`src/rtl/change_dispenser.sv`:
```
// Change dispenser: pays out a change amount one coin at a time, largest stocked
// denomination first, through an eject request/acknowledge handshake.
module change_dispenser #(
  parameter int AMT_W = 8
) (
  input  logic             clk,
  input  logic             reset,
  input  logic             change_valid,
  input  logic [AMT_W-1:0] change_amount,
  output logic             change_ready,
  input  logic [3:0]       hopper_empty,
  output logic             eject_valid,
  output logic [3:0]       eject_sel,
  input  logic             eject_ack,
  output logic [AMT_W-1:0] remaining,
  output logic [AMT_W-1:0] coins_paid,
  output logic             change_done,
  output logic             change_fault
);

  typedef enum logic [1:0] {
    IDLE   = 2'd0,
    SELECT = 2'd1,
    EJECT  = 2'd2,
    DONE   = 2'd3
  } state_t;

  state_t           state_r;
  state_t           next_s;
  logic [3:0]       pick_s;
  logic [AMT_W-1:0] coin_val_s;

  // Largest stocked denomination that does not exceed the amount still owed
  always_comb begin
    pick_s = 4'b0000;
    if (!hopper_empty[3] && (remaining >= AMT_W'(50))) begin
      pick_s = 4'b1000;
    end else if (!hopper_empty[2] && (remaining >= AMT_W'(10))) begin
      pick_s = 4'b0100;
    end else if (!hopper_empty[1] && (remaining >= AMT_W'(5))) begin
      pick_s = 4'b0010;
    end else if (!hopper_empty[0] && (remaining >= AMT_W'(1))) begin
      pick_s = 4'b0001;
    end else begin
      pick_s = 4'b0000;
    end
  end

  // Face value of the coin currently being ejected
  always_comb begin
    coin_val_s = {AMT_W{1'b0}};
    case (eject_sel)
      4'b1000: coin_val_s = AMT_W'(50);
      4'b0100: coin_val_s = AMT_W'(10);
      4'b0010: coin_val_s = AMT_W'(5);
      4'b0001: coin_val_s = AMT_W'(1);
      default: coin_val_s = {AMT_W{1'b0}};
    endcase
  end

  // Next-state decode
  always_comb begin
    next_s = state_r;
    case (state_r)
      IDLE: begin
        if (change_valid) next_s = SELECT;
        else              next_s = IDLE;
      end
      SELECT: begin
        if (remaining == {AMT_W{1'b0}}) next_s = DONE;
        else if (pick_s != 4'b0000)     next_s = EJECT;
        else                            next_s = IDLE;
      end
      EJECT: begin
        if (eject_ack) next_s = SELECT;
        else           next_s = EJECT;
      end
      DONE:    next_s = IDLE;
      default: next_s = IDLE;
    endcase
  end

  // State register
  always_ff @(posedge clk or negedge reset) begin
    if (!reset) begin
      state_r <= IDLE;
    end else begin
      state_r <= next_s;
    end
  end

  // Registered outputs follow the next state so they line up with it cycle for cycle
  always_ff @(posedge clk or negedge reset) begin
    if (!reset) begin
      change_ready <= 1'b1;
      eject_valid  <= 1'b0;
      eject_sel    <= 4'b0000;
      remaining    <= {AMT_W{1'b0}};
      coins_paid   <= {AMT_W{1'b0}};
      change_done  <= 1'b0;
      change_fault <= 1'b0;
    end else begin
      change_ready <= (next_s == IDLE);
      eject_valid  <= (next_s == EJECT);
      change_done  <= (next_s == DONE);
      change_fault <= (state_r == SELECT) && (next_s == IDLE);
      case (state_r)
        IDLE: begin
          if (change_valid) begin
            remaining  <= change_amount;
            coins_paid <= {AMT_W{1'b0}};
          end
        end
        SELECT: begin
          if (next_s == EJECT) eject_sel <= pick_s;
        end
        EJECT: begin
          // d <= remaining was guaranteed when the coin was picked, so no underflow
          if (eject_ack) begin
            remaining  <= remaining - coin_val_s;
            coins_paid <= coins_paid + AMT_W'(1);
            eject_sel  <= 4'b0000;
          end
        end
        default: begin
        end
      endcase
    end
  end

endmodule

```
`config.mk`:
```
export PLATFORM = sky130hd
export DESIGN_NAME = change_dispenser
export DESIGN_NICKNAME = d
export VERILOG_FILES = /design/src/rtl/change_dispenser.sv
export SDC_FILE = /design/constraint.sdc
export NUM_CORES = 1
export LEC_CHECK = 0
export CORE_ASPECT_RATIO = 0.9
export CORE_UTILIZATION = 35
export DETAILED_ROUTE_END_ITERATION = 8
export DONT_BUFFER_PORTS = 1
export GPL_TIMING_DRIVEN = 0
export PLACE_DENSITY_LB_ADDON = 0.05
export SETUP_SLACK_MARGIN = 0.1
export SLEW_MARGIN = 20
export SYNTH_ARGS = -nofsm -noshare
export SYNTH_HDL_FRONTEND = slang
export SYNTH_SLANG_ARGS = --single-unit
```
`constraint.sdc`:
```
create_clock -name clk -period 3 [get_ports clk]
set_input_delay 0.6 -clock clk [delete_from_list [all_inputs] [get_ports clk]]
set_output_delay 0.6 -clock clk [all_outputs]
set_load 0.005 [all_outputs]
```
==> impl_results.md, run 1 <==
* Mapped Cells at between 150 and 200
* Layout Cells excl Fill at 240
* Final period utilization at around 82%
* Warnings, synthesis at 0
* Crit path max-delay cell type: or4_1
* CTS tree: built
* Share of the synthesized area in the top cell type at approximately two fifths
* Min-delay worst type: in2async
* Slew Limit Fails at 0
* Max-cap viol count at 0
* Seq/Total Area, Yosys at between 40% and 50%
* Largest fanout on the critical path at 4
* Drt first pass iters at 4
* Leak pwr at 0.752 nW
* Largest net degree at the start of global routing at 16
* Root Buffer Master: clkbuf_8
* Synth Register Bits at 26
* CP Depth at 8
* CTS Sinks at 26
* Commonest cells post-synth: dfrtp_1, nor2_1, nand3_1, nand2_1, o21ai_0
* Tmin final at approximately 2.5 ns
* Clock Pin Slew Worst Setup and Hold Paths at about 0.090 ns
* Fmax at around 410 MHz
* Design area at around 0.0017 mm^2
* Number of synthesized flops with an enable pin at 0
* Clock power frac at about an eighth
* Die area at ~0.0048 mm^2
* Layout cells sized above 1 at ~8.3%
* Antenna viol nets, final at 0
* Placed Instance Area at 0.00165 mm^2
* CP Class: reg2reg
* Number of top-level pins at 40
* Count leader, synth: dfrtp_1
* P_sw at roughly 0.81 mW
* Max_slew headroom at about 59%
* Vias in the first global route at approximately 1300
* Status: finished clean
* Remaining global-route overflow at 0
* Library cells used by synthesis at 44
* Via count at 1312
* Critical Path Source Type: register
* Hold Vio Cnt, Final at 0
* Total power at ~1.8 mW
* Final TNS setup at 0 ns
* DR vias/cell at about 5.5
* DRT iter0 DRCs at 31
* FF-to-FF path depth at 8
* Fraction of registers with async set/reset at 100%
* Tightest Pin Transition at between 0.6 and 0.7 ns
* Area Growth Syn to Fin at 9.51%
* Buffer count from post-CTS setup fixing at 0
* Net count, final at slightly above 200
* Synth Net Count at roughly 200
* Placed cells at about 230
* Die H at about 66 um
* Yosys top cell by area: dfrtp_1
* Buf+Inv Stages, Crit Path at 1
* Sequential share of power at a little under two fifths
* Skew final at around 0.0025 ns
* Worst path required time at about 3.2 ns
* # diodes at 0
* Avg Cell Area, Syn at about 9.1 um^2
* Largest cells by area after synthesis: dfrtp_1, ha_1, nor2_1, nand3_1, o21ai_0
* Initial antenna violation count at 0
* Worst path cell trace: inv_1 -> or4_1 -> ha_1 -> nor2b_1 -> o21ai_0 -> a21oi_1 -> nor2_1 -> a311o_1
* Sw Share at 46.1%
* Max H-tree Level at 1
* TritonCTS buffer count at 3
* Post-route DRC at 0
* Core Footprint at 0.00421 mm^2
* WL per Instance at ~16 um
* Hold WS at about 0.16 ns
* Routed WL at between 3000 and 4000 um
* Total Routing Usage GR at a little under a fifth
* Critical path's largest stage delay at around 0.57 ns
* Post-DP HPWL at about 2900 um
* Delay-heaviest family, CP: simple AND/OR/NAND/NOR gates
* Crit path DAT at about 2.6 ns
* GP Congestion at about 0.79
* Initial core utilization at 37.5%
* Final setup fails at 0
* Die W at between 70 and 80 um
* Worst vdd ir at approximately 460 uV
* Unrepaired setup endpoints after global routing: false
* Buffers on Ports at 0
* Pint at between 0.9 and 1 mW
* Skew-Pair Late Insertion Delay at between 0.2 and 0.3 ns
* Element type at the critical path end: register
* Global-route wire length before repair at about 6500 um
* Clock Tree Buf Depth at 2
* PwrDens at slightly above 1000 mW/mm^2
* Combinational power share at roughly half
* Top_reg_cell synth: dfrtp_1
* # rows at 22
* Synthesized area at 0.00158 mm^2
[per-layer routing]
layer	global-route usage [%]	wire length [um]	vias to the layer above
li1	-	-	635
met1	23.7	1820	637
met2	30.0	1830	38
met3	5.83	285	2
met4	2.21	8	0
met5	0	0	-
[registers in the layout, summed over array words and instances, names as in the netlist]
name	count
remaining	8
change_fault	1
state_r	2
eject_valid	1
change_done	1
eject_sel	4
coins_paid	8
change_ready	1
[cells by family (layout without fill, tap and decap cells)]
kind of cell	after synthesis	count (layout)	share of synthesized area, %
simple gates	79	79	27.4
compound gates	39	39	15.8
flops	26	26	41.3
buf+inv	12	18	2.93
fa+ha+maj	8	8	6.81
xor+xnor	8	8	4.44
mux	2	2	1.27
[final timing paths]
| kind | start | endpoint | slack (ns) |
|---|---|---|---|
| max | eject_sel[1] | remaining[6] | 0.54 |
| min | reset | change_ready | 0.16 |
| max reg2reg | eject_sel[1] | remaining[6] | 0.54 |
| min reg2reg | coins_paid[7] | coins_paid[7] | 0.58 |
| max in group asynchronous | reset | state_r[0] | 1.83 |
| min in group clk | eject_ack | eject_valid | 0.44 |
[layout make-up]
class | count | area, um^2
flip-flops and latches | 26 | 652
plain buffers | 5 | 20.0
well taps | 60 | 75.1
clock buffers | 4 | 55.1
multi-input cells | 136 | 881
inverters | 7 | 26.3
fillers | 427 | 2480
repair buffers | 2 | 20.0
[power by group through the flow]
stage               sequential (mW)  combinational [mW]  clock [mW]
floorplan                     0.613               0.704           0
global placement              0.663               0.853           0
detailed placement            0.667               0.870           0
CTS                           0.660               0.881       0.245
global route                  0.687                1.02       0.253
finish                        0.657               0.881       0.228
[what timing repair did]
action	in CTS	in global routing
resized for setup	0	0
hold buffers	1	1
endpoints found under the hold margin	12	13
[through the flow]
step	utilization [%]	worst slack [ns]
floorplan	-	0.811
global placement	39.3	0.606
detailed placement	39.3	0.574
CTS	40.8	0.561
global route	41.1	0.335
finish	41.1	0.535
[placed cells by master (no fill, tap or decap), types with 2 or more instances in the layout]
cell and count:
nand3_1 14, o21ai_0 10, inv_1 7, o22ai_1 2
a31oi_1 2, xor2_1 5, nand4_1 3, nand2_1 12
clkbuf_1 4, a211oi_1 2, a21boi_0 2, ha_1 7
dfrtp_1 25, a21oi_2 2, dlygate4sd3_1 2, o21a_1 2
clkbuf_8 4, and3_1 3, mux2i_1 2, xnor2_1 3
o21ai_1 2, nor2_1 21, nor2b_1 5, nand3b_1 2
a21oi_1 9, nor3_1 6, nand2b_1 3
Note: power is estimated with default switching activity, not from simulation.
==> inputs of run 2 (changes only) <==
==> constraint.sdc (replaced) <==
create_clock -name clk -period 1.98 [get_ports clk]
set_input_delay 0.396 -clock clk [delete_from_list [all_inputs] [get_ports clk]]
set_output_delay 0.396 -clock clk [all_outputs]
set_load 0.005 [all_outputs]
==> run 2 against run 1 <==
Clock power grew 47%. Final cell count grew 2.1%. Count of clock-buffer cells in the layout is the same. First-iteration DRC count grew 32%. Global-route usage grew 0.13 points. The flow now finishes with violations (negative setup slack). Sequential cell count is the same. Setup slack lost 0.72 ns. Sequential power grew 57%. Core utilization grew 4.5 points. Wire length grew 2.0%. Critical path depth shrank 1. Total power grew 79%.
==> impl_results.md, run 2 (synthesis gave the netlist of run 1 again) <==
* TritonCTS buffer count at 3
* Initial core utilization at around 37%
* Skew-Pair Late Insertion Delay at 0.27 ns
* Fillers at roughly 430
* Tightest Pin Transition at between 0.4 and 0.5 ns
* Largest net degree at the start of global routing at 27
* DR vias/cell at 5.33
* Final TNS setup at -0.551 ns
* Design area at 0.00192 mm^2
* Global-route wire length before repair at between 6000 and 7000 um
* # rows at 22
* Remaining global-route overflow at 0
* Skew final at between 0.007 and 0.008 ns
* Worst hold stages at 1
* Die W at 72.8 um
* PwrDens at around 1600 mW/mm^2
* CTS Sinks at 26
* Vias in the first global route at approximately 1200
* Hold WS at between 0.2 and 0.25 ns
* DRT iter0 DRCs at between 40 and 50
* Largest fanout on the critical path at 5
* Total power at about 3.2 mW
* Die area at approximately 0.0048 mm^2
* Critical Path Source Type: register
* Crit path DAT at 2.32 ns
* Core Footprint at 0.00421 mm^2
* Commonest non-fill, non-tap cell in the layout: dfrtp_1
* Leak pwr at 0.805 nW
* Placement Setup Slack at -0.264 ns
* Layout Cells excl Fill at roughly 250
* Final period utilization at 109%
* GP Congestion at 0.781
* Unrepaired setup endpoints after global routing: true
* Setup ws final at -0.186 ns
* Antenna viol nets, final at 0
* Fmax at around 460 MHz
* Area Growth Syn to Fin at 21.5%
* Clock Tree Buf Depth at 2
* Element type at the critical path end: register
* Core Util, Final at a little under half
* Max_slew headroom at a little over two thirds
* Hold Vio Cnt, Final at 0
* Min-delay worst type: in2reg
* Status: finished, violations left
* Failing checks: negative setup slack
* # diodes at 0
* Routed WL at between 4000 and 5000 um
* Post-route DRC at 0
* Total Routing Usage GR at a little under a fifth
* Drt first pass iters at 4
* Number of top-level pins at 40
* Die H at ~66 um
* Post-DP HPWL at 2970 um
* Max-cap viol count at 0
* FF-to-FF path depth at 7
* Worst path required time at ~2.1 ns
* Tmin final at between 2 and 2.5 ns
* Max H-tree Level at 1
* Final setup fails at 5
* Via count at around 1300
* Slew Limit Fails at 0
* CP Class: reg2reg
* Commonest cells after routing, fill and taps aside: dfrtp_1, nor2_1, nand2_1, nand3_1, o21ai_0
* Root Buffer Master: clkbuf_8
* Layout cells sized above 1 at 25.9%
* Worst vdd ir at around 900 uV
* Placed Instance Area at ~0.0017 mm^2
* Initial antenna violation count at 0
* WL per Instance at roughly 16 um
* Buffers on Ports at 0
* Net count, final at 210
* Placed cells at between 200 and 250
* Largest registers: coins_paid (8), remaining (8), eject_sel (4)
* Clock Pin Slew Worst Setup and Hold Paths at about 0.09 ns
* CTS tree: built
[run 2: cell count changes in the layout (fill, tap and decap cells not counted), moves of 3 or more]
cell,before,now
a21oi_1,9,6
ha_1,7,4
dfrtp_2,0,4
dfrtp_1,25,21
o21ai_0,10,7
buf_4,0,5
[run 2: cell type report]
type	instances	area [um^2]	share of cell area (%)
Buffer	5	25.0	1.30
Tap cell	60	75.1	3.91
Sequential cell	26	657	34.2
Inverter	7	26.3	1.37
Timing Repair Buffer	7	67.6	3.52
Clock buffer	4	55.1	2.87
Multi-Input combinational cell	136	1010	52.8
[run 2: worst max-delay path, cell delays in order (launching register included)]
cell and delay (ns):
dfrtp_2 0.46, or4_4 0.57, ha_4 0.30, o21a_1 0.15, o31ai_4 0.09, a31oi_1 0.17
mux2i_1 0.22, nand3_1 0.09
[run 2: metal layers]
metal	GRT usage, %	vias to the layer above	routed length, um
met5	0	-	0
met4	3.68	0	22
met3	5.21	2	207
met2	28.7	29	1830
met1	24.9	631	1960
li1	-	644	-
[run 2: repair_timing]
item / 4_1_cts / 5_1_grt
pin swaps: 5 / 10
hold buffers: 2 / 0
resized for setup: 10 / 23
setup endpoints to repair: 7 / 17
hold endpoints to repair: 26 / 0
buffers inserted: 2 / 3
[run 2: where the power goes]
group / switching (mW) / internal, mW / leakage (nW)
Combinational: 0.965 / 0.833 / 0.447
Sequential: 0.312 / 0.718 / 0.329
Clock: 0.159 / 0.177 / 0.0288
Total: 1.44 / 1.73 / 0.805
[run 2: path summary, 6_finish.rpt]
kind / from / end / slack [ns]
min in group asynchronous: reset / eject_sel[1] / 0.56
worst min register to register: coins_paid[1] / coins_paid[1] / 0.59
worst min-delay path: eject_ack / eject_valid / 0.23
worst max register to register: eject_sel[3] / remaining[7] / -0.19
worst max-delay path: eject_sel[3] / remaining[7] / -0.19
max in group asynchronous: reset / change_ready / 1.20
==> inputs of run 3 (changes only) <==
--- a/config.mk
+++ b/config.mk
@@ -8,7 +8,6 @@
 export CORE_ASPECT_RATIO = 0.9
 export CORE_UTILIZATION = 35
 export DETAILED_ROUTE_END_ITERATION = 8
-export DONT_BUFFER_PORTS = 1
 export GPL_TIMING_DRIVEN = 0
 export PLACE_DENSITY_LB_ADDON = 0.05
 export SETUP_SLACK_MARGIN = 0.1
==> run 3 against run 2 <==
The run still ends with negative setup slack left. Final area increased by 22%. Fmax decreased by 1.0%. Combinational power increased by 28%. Non-clock buffer count increased by 43. Setup slack got worse by 0.022 ns. Final cell count increased by 18%. Global-route usage increased by 0.79 points. Wire length increased by 6.7%. Clock power increased by 33%.
==> impl_results.md, run 3 (synthesis gave the netlist of run 1 again) <==
* Via count at around 1500
* DR vias/cell at ~5.2
* GR Layer Usage met3 at 3.37%
* Failing checks: negative setup slack
* Status: finished, violations left
* Slew Limit Fails at 0
* Remaining global-route overflow at 0
* Post-route DRC at 0
* Commonest non-fill, non-tap cell in the layout: clkdlybuf4s50_1
* Final period utilization at 111%
* Clock Tree Buf Depth at 2
* Number of top-level pins at 40
* Placement Setup Slack at -0.249 ns
* GP Congestion at 0.784
* Tmin final at ~2.2 ns
* # diodes at 0
* Leak pwr at 0.984 nW
* Max H-tree Level at 1
* Global-route wire length before repair at 6890 um
* CP Class: reg2reg
* Largest fanout on the critical path at 4
* Die area at between 0.004 and 0.005 mm^2
* Grt met1 use at 26.9%
* Max-cap viol count at 0
* GR Util met2 at slightly above 30%
* Largest net degree at the start of global routing at 27
* Layout cells sized above 1 at 24.1%
* Fmax at between 400 and 500 MHz
* Commonest cells after routing, fill and taps aside: clkdlybuf4s50_1, dfrtp_1, nor2_1
* Worst path required time at 2.14 ns
* Area Growth Syn to Fin at 48.7%
* Tightest Pin Transition at 0.620 ns
* Min-delay worst type: in2async
* Initial core utilization at between 30% and 40%
* Root Buffer Master: clkbuf_8
* Die W at 72.8 um
* Critical Path Source Type: register
* Buffers on Ports at 39
* Drt first pass iters at 4
* Net count, final at approximately 250
* Core Footprint at 0.00421 mm^2
* Hold WS at between 0.1 and 0.15 ns
* CTS Sinks at 26
* Routed WL at roughly 4300 um
* PwrDens at approximately 1600 mW/mm^2
* DRT iter0 DRCs at 52
* Largest registers: coins_paid (8), remaining (8), eject_sel (4)
* Unrepaired setup endpoints after global routing: true
* Total Routing Usage GR at between 10% and 20%
* WL per Instance at between 10 and 15 um
* Post-DP HPWL at 3040 um
* CTS tree: built
* Clock Pin Slew Worst Setup and Hold Paths at approximately 0.1 ns
* Element type at the critical path end: register
* Worst vdd ir at around 790 uV
* Vias in the first global route at ~1400
* Initial antenna violation count at 0
* Crit path DAT at 2.35 ns
* GR peak layer: met2
* Skew-Pair Late Insertion Delay at approximately 0.27 ns
* # rows at 22
* Hold Vio Cnt, Final at 0
* Max_slew headroom at 58.7%
* TritonCTS buffer count at 3
* Skew final at 0.00550 ns
* Antenna viol nets, final at 0
* Setup ws final at -0.209 ns
* Final setup fails at 4
* Die H at 65.7 um
==> run 3: cell count changes in the layout (fill, tap and decap cells not counted), sizes merged <==
cell,delta
buf,+7
bufinv,+1
clkbuf,-2
clkdlybuf4s50,+38
dlygate4sd3,-1
==> run 3: worst max-delay path: stages, from the launching register on <==
cell and delay (ns):
dfrtp_2 0.47, or4_4 0.56, ha_4 0.29, nor2b_4 0.15
o21ai_2 0.08, a21oi_2 0.17, nor2_1 0.08, a311o_1 0.27
==> run 3: per-stage QoR <==
stage | total power [mW] | utilization [%] | cells | setup TNS [ns] | area (um^2)
6_report | 3.75 | 55.8 | 288 | -0.643 | 2350
5_1_grt | 4.05 | 55.8 | 288 | -0.983 | 2350
4_1_cts | 3.45 | 53.1 | 283 | -0.583 | 2230
3_5_place_dp | 2.78 | 49.3 | 273 | -1.76 | 2080
3_3_place_gp | 2.74 | 49.4 | 273 | -1.33 | 2080
2_1_floorplan | 2.12 | - | 174 | -0.0344 | 1620
==> run 3: worst paths after layout <==
check,start,end,slack [ns],cells past startpoint
max,eject_sel[0],remaining[6],-0.21,7
min,reset,eject_sel[1],0.12,1
max reg2reg,eject_sel[0],remaining[6],-0.21,7
min reg2reg,coins_paid[7],coins_paid[7],0.55,2
max in group asynchronous,reset,eject_sel[0],1.41,1
min in group clk,coins_paid[7],coins_paid[7],0.55,2
==> run 3: area by class of cell <==
type	instances	area, um^2
Tap cell	60	75.1
Multi-Input combinational cell	136	1030
Buffer	5	21.3
Clock buffer	3	41.3
Fill cell	387	1860
Timing Repair Buffer	50	468
Inverter	7	26.3
Sequential cell	26	656
Clock inverter	1	30.0
==> run 3: metal layers <==
metal / vias to the layer above / share of wire [%]
met1: 714 / 47
met4: 0 / 1.1
met2: 40 / 47
li1: 730 / -
met5: - / 0
met3: 6 / 4.5
==> run 3: repair_timing <==
action	in CTS	in global routing
endpoints found under the hold margin	0	0
pin swaps	11	17
setup buffers	6	5
hold buffers	0	0
gates resized for setup	15	16
endpoints found under the setup margin	9	17
==> run 3: where the power goes <==
group | internal [mW] | switching [mW]
logic | 1.21 | 1.08
registers | 0.716 | 0.283
clock network | 0.271 | 0.176
